==> src/rtl/jt12_i2s_tx.sv <==
// Stereo I2S transmitter: buffers one left/right frame from the output
// amplifier and serializes it MSB first with a one-slot data lag behind LRCK.
// BCLK/LRCK/SDATA are derived from clk through a DIV-cycle half-period divider.
// Overrun/underrun pulses report sample-rate mismatch with the frame rate.
module jt12_i2s_tx #(
  parameter int DIV = 4
) (
  input  logic        clk,
  input  logic        rst,
  input  logic        sample,
  input  logic [15:0] left,
  input  logic [15:0] right,
  output logic        bclk,
  output logic        lrck,
  output logic        sdata,
  output logic        overrun,
  output logic        underrun
);

  localparam logic [7:0] DIV_LAST = 8'(DIV - 1);

  logic [7:0]  div;
  logic [4:0]  slot;
  logic [31:0] shreg;
  logic [15:0] hold_l;
  logic [15:0] hold_r;
  logic        pending;

  logic        edge_cyc;
  logic        fall_cyc;
  logic        load;
  logic [4:0]  slot_nxt;

  // Edge, falling-edge and frame-load qualifiers for this cycle
  always_comb begin
    edge_cyc = (div == DIV_LAST);
    fall_cyc = edge_cyc & bclk;
    slot_nxt = slot + 5'd1;
    load     = fall_cyc && (slot_nxt == 5'd1);
  end

  // Bit clock divider: toggle bclk every DIV system clocks
  always_ff @(posedge clk) begin
    if (rst) begin
      div  <= '0;
      bclk <= 1'b0;
    end else if (edge_cyc) begin
      div  <= '0;
      bclk <= ~bclk;
    end else begin
      div  <= div + 8'd1;
    end
  end

  // Frame serializer: advance slot, drive word select and data on bclk fall.
  // Shifting through slot 0 naturally presents the previous frame's LSB,
  // which gives the one-slot I2S data lag without extra storage.
  always_ff @(posedge clk) begin
    if (rst) begin
      slot  <= '0;
      lrck  <= 1'b0;
      sdata <= 1'b0;
      shreg <= '0;
    end else if (fall_cyc) begin
      slot <= slot_nxt;
      lrck <= slot_nxt[4];
      if (slot_nxt == 5'd1) begin
        shreg <= {hold_l, hold_r};
        sdata <= hold_l[15];
      end else begin
        shreg <= {shreg[30:0], 1'b0};
        sdata <= shreg[30];
      end
    end
  end

  // Holding register and flow flags; a load in the same cycle as a strobe
  // takes the old hold contents while the new sample stays pending
  always_ff @(posedge clk) begin
    if (rst) begin
      hold_l   <= '0;
      hold_r   <= '0;
      pending  <= 1'b0;
      overrun  <= 1'b0;
      underrun <= 1'b0;
    end else begin
      overrun  <= 1'b0;
      underrun <= 1'b0;
      if (sample) begin
        hold_l <= left;
        hold_r <= right;
      end
      if (load && !pending)
        underrun <= 1'b1;
      if (sample && pending && !load)
        overrun <= 1'b1;
      if (sample)
        pending <= 1'b1;
      else if (load)
        pending <= 1'b0;
    end
  end

endmodule

==> config.mk <==
export PLATFORM = sky130hd
export DESIGN_NAME = jt12_i2s_tx
export DESIGN_NICKNAME = d
export VERILOG_FILES = /design/src/rtl/jt12_i2s_tx.sv
export SDC_FILE = /design/constraint.sdc
export NUM_CORES = 1
export LEC_CHECK = 0
export CAP_MARGIN = 20
export CORE_MARGIN = 4
export CORE_UTILIZATION = 30
export CTS_CLUSTER_DIAMETER = 150
export DETAILED_ROUTE_END_ITERATION = 6
export GPL_TIMING_DRIVEN = 1
export SYNTH_ARGS = -nofsm -noshare
export SYNTH_HDL_FRONTEND = slang
export SYNTH_SLANG_ARGS = --single-unit
==> constraint.sdc <==
create_clock -name clk -period 2.7 [get_ports clk]
set_input_delay 0.81 -clock clk [delete_from_list [all_inputs] [get_ports clk]]
set_output_delay 0.81 -clock clk [all_outputs]
set_load 0.1 [all_outputs]
Word-level counts from Yosys, hierarchy flattened
Cells that the tools add are included.
Cells by class
  bitwise operators: 2
  add/sub/neg operators: 2
  reduce and logical (&&, ||, !) cells: 8
  muxes and demuxes: 6
  eq/ne operators: 2
Operators with widths (number)
  $mux 31: 1
  $add 8x1->8 const B: 1
  $eq 8x2->1 const B: 1
  $add 5x1->5 const B: 1
  $eq 5x1->1 const B: 1
  $mux 1: 5
  $logic_and 1x1->1: 4
  $logic_not 1->1: 2
  $reduce_bool 2->1: 1
  $reduce_or 2->1: 1
  $and 1x1->1: 1
  $not 1->1: 1
Storage, ports and cells
  word-level logic and storage cells: 31
  flip-flop bits (word level): 82
  input port bits: 35
  output and inout bits: 5

Logic depth before layout (Yosys ltp)
  word-level depth: 6
  gate-level depth with buffers: 7
  mapped depth without buffers: 5

Worst setup path after synthesis
No wires, ideal clock.
  path type: reg-to-reg
  start point: register bclk
  end point: register sdata
  path buffers: 2
  setup time: 73 ps
  cell stages (with the launch flop): 7
  data arrival time: 2323 ps
  required time: 2627 ps
  slack: 304 ps
  cell sequence: dfxtp_1 -> or4b_1 -> buf_2 -> nor3_4 -> buf_6 -> nand2_1 -> o211ai_2
Between the ends
  longest elaborated chain between the ends: 1
Ends and longest elaborated chain
  start, declared: line 13  | output logic bclk,
  start signal, assigned: line 49  | bclk <= ~bclk;
  $and 1x1->1: line 37  | fall_cyc = edge_cyc & bclk;
  end signal, assigned: line 69  | sdata <= hold_l[15];
  end signal, assigned: line 72  | sdata <= shreg[30];
  end, declared: line 15  | output logic sdata,
No other way between the ends.
A chain may end at the register's enable or synchronous reset.

Worst setup path in the final report
  start point: register div[0]
  end point: register shreg[12]
Between the ends
  longest elaborated chain between the ends: 2
Ends and longest elaborated chain
  start, declared: line 22  | logic [7:0] div;
  start signal, assigned: line 51  | div <= div + 8'd1;
  $eq 8x2->1: line 36  | edge_cyc = (div == DIV_LAST);
  $and 1x1->1: line 37
  end signal, assigned: line 68  | shreg <= {hold_l, hold_r};
  end signal, assigned: line 71  | shreg <= {shreg[30:0], 1'b0};
  end, declared: line 24  | logic [31:0] shreg;
No other way between the ends.

==> results.sh <==
export IMPL_outcome="finished clean"
export IMPL_required_ns=2.95
export IMPL_drtIter0Drc=118
export IMPL_met1_usage_pct=15.3
export IMPL_endpoint_kind="register"
export IMPL_io_buffers=39
export IMPL_cts_tree="done"
export IMPL_hold_viol=0
export IMPL_ys_warnings_count=0
export IMPL_drc=0
export IMPL_root_buffer="clkbuf_16"
export IMPL_final_instance_count_excl_fill=547
export IMPL_use_met2_pct=18.6
export IMPL_place_area_um2=4000
export IMPL_r2r_start="div[0]"
export IMPL_ys_dominant_reg_cell="dfxtp_1"
export IMPL_ctsHoldBuffers=0
export IMPL_post_dp_hpwl_mm=4.94
export IMPL_rows=39
export IMPL_max_slew_worst_pin_slew_ns=0.516
export IMPL_fin_nets=438
export IMPL_fin_area_um2=4260
export IMPL_grt_pass1_vias=2619
export IMPL_relSlewSlack_pct=65.6
export IMPL_drv_cap=0
export IMPL_synthTopCellsByCount="81 x dfxtp_1, 61 x nand2_1, 50 x nor2_1"
export IMPL_cp_max_fo=64
export IMPL_hold_class="register to register"
export IMPL_hold_ws_ns=0.437
export IMPL_skew_ns=0.00580
export IMPL_antenna_found_initial=0
export IMPL_place_gp_congestion=0.761
export IMPL_period_share_pct=75.9
export IMPL_slew_violations=0
export IMPL_vias_per_cell=4.84
export IMPL_grt_pass1_wl_mm=12.7
export IMPL_fmax_mhz=488
export IMPL_clock_latency_ns=0.33
export IMPL_cp_data_arrival_time_ns=2.30
export IMPL_critPathKind="register to register"
export IMPL_avgSynthCellArea_um2=9.47
export IMPL_die_height_um=116
export IMPL_ys_async_sr_fraction_pct=0
export IMPL_synth_top_area_share_pct=46.3
export IMPL_ys_seq_area_share_pct=46.3
export IMPL_cts_htree_levels=3
export IMPL_p_leak_nw=1.74
export IMPL_finalCriticalPeriod_ns=2.05
export IMPL_synth_edf_count=0
export IMPL_clkTransAtPathRegs_ns=0.06
export IMPL_initial_core_util_pct=30.7
export IMPL_core_area_um2=11400
export IMPL_ant_nets=0
export IMPL_rsz0062_at_grt="false"
export IMPL_synth_nets=408
export IMPL_cp_start_kind="register"
export IMPL_synth_top_cell_by_area="dfxtp_1"
export IMPL_area_growth_pct=21.6
export IMPL_crit_start="div[0]"
export IMPL_post_cts_buffers=0
export IMPL_drt_total_wl_mm=7.40
export IMPL_endpoint="shreg[12]"
export IMPL_cts_resized=0
export IMPL_die_w_um=116
export IMPL_dp_cells=532
export IMPL_busiest_layer="met2"
export IMPL_grt_usage_pct=11.9
export IMPL_wl_per_cell_um=13.5
export IMPL_synth_area_um2=3500
export IMPL_n_antenna_cell=0
export IMPL_die_area_um2=13500
export IMPL_overflow=0
export IMPL_dr_pass1_iters=4
export IMPL_ctsLongestPathBuffers=2
export IMPL_yosysUniqueCellTypes=33
export IMPL_cts_sinks=81
export IMPL_r2r_end="shreg[12]"
export IMPL_finalSetupTns_ns=0
export IMPL_yosys_top_cells_area="dfxtp_1 46%, o211ai_2 10%, mux2i_1 9.1%, nand2_1 6.5%, nand4_1 5.7%"
export IMPL_cts_buffers=9
export IMPL_power_density_nw_per_um2=594
export IMPL_syn_inst=370
export IMPL_grt_max_degree=65
export IMPL_floorplan_io_pins=40
export IMPL_fillers=1171
export IMPL_power_w=0.00253
export IMPL_ir_drop_mv=0.428
export IMPL_setup_violations_final=0
export IMPL_num_vias=2646
export IMPL_grt_util_met3_pct=4.13
export IMPL_ff2ff_path_depth=6
export IMPL_ff2ff_setup_slack_ns=0.65
export IMPL_synth_seq_cells=81
export IMPL_drive_gt1_share_pct=16.6
export IMPL_synth_most_common_cell="dfxtp_1"
[layout by cell type, fill, tap and decap left out, drive strengths merged]
cell type	count
a32o	1
inv	4
clkinvlp	1
nand3	6
nand2	64
xor2	4
a211oi	1
nor3	4
clkbuf	12
nand4	32
or2	1
dfxtp	81
or4b	2
ha	3
nor3b	1
o211ai	31
and4	2
clkdlybuf4s50	33
xnor2	8
and4b	1
nor4b	2
mux2i	32
nor2	50
nor4	2
and3	4
o21ai	1
buf	16
clkinv	2
a21oi	3
[how the worst min path moves through the flow]
stage,from,endpoint,slack (ns),depth (start not counted)
floorplan,div[0],div[0],0.41,1
global route,div[0],div[0],0.47,1
finish,div[0],div[0],0.44,1
CTS,div[0],div[0],0.44,1
detailed placement,div[0],div[0],0.44,1
global placement,div[0],div[0],0.42,1
[routing by layer]
| metal | vias to the layer above | routed length [um] |
|---|---|---|
| met5 | - | 0 |
| met4 | 0 | 95 |
| met3 | 8 | 353 |
| met2 | 41 | 3450 |
| met1 | 1245 | 3500 |
| li1 | 1352 | - |
[critical path, cell delays in order, from the launching register on]
cell and delay [ns]:
dfxtp_1 0.34, ha_1 0.26, or4b_4 0.57, nor3_4 0.22, buf_12 0.29, nand2_1 0.10, o211ai_1 0.17
[flip-flops by register name (all words and copies together) (netlist names)]
| name | count |
|---|---|
| bclk | 1 |
| shreg | 31 |
| slot | 4 |
| div | 8 |
| lrck | 1 |
| underrun | 1 |
| overrun | 1 |
| hold_l | 16 |
| pending | 1 |
| sdata | 1 |
| hold_r | 16 |
[area by class of cell]
class,instances,area [um2],area share (%)
timing repair buffer,49,473,11.1
clock buffer,12,246,5.79
clock inverter,3,17.5,0.411
sequential,81,1620,38.1
tap,143,179,4.20
multi-input combinational,255,1710,40.1
inverter,4,15.0,0.352
[power breakdown]
group | internal (W) | switching, W
Clock | 0.000639 | 0.000452
Sequential | 0.00123 | 0.0000237
Combinational | 0.0000928 | 0.0000901
Total | 0.00197 | 0.000566
[stage by stage]
step	setup slack (ns)	util (%)
finish	0.651	37.3
global route	0.505	37.3
CTS	0.657	37.3
detailed placement	0.451	35.0
global placement	0.502	35.0
floorplan	0.304	-
[cells by family (layout without fill, tap and decap cells)]
logic type / count (synthesis) / in the layout / share of synthesized area (%)
flops: 81 / 81 / 46.3
buf+inv: 34 / 68 / 5.32
simple gates: 171 / 171 / 23.5
mux: 32 / 32 / 9.14
xor+xnor: 12 / 12 / 3.00
compound gates: 37 / 37 / 11.7
fa+ha+maj: 3 / 3 / 1.07
No activity file was read; power rests on OpenSTA's default activity.
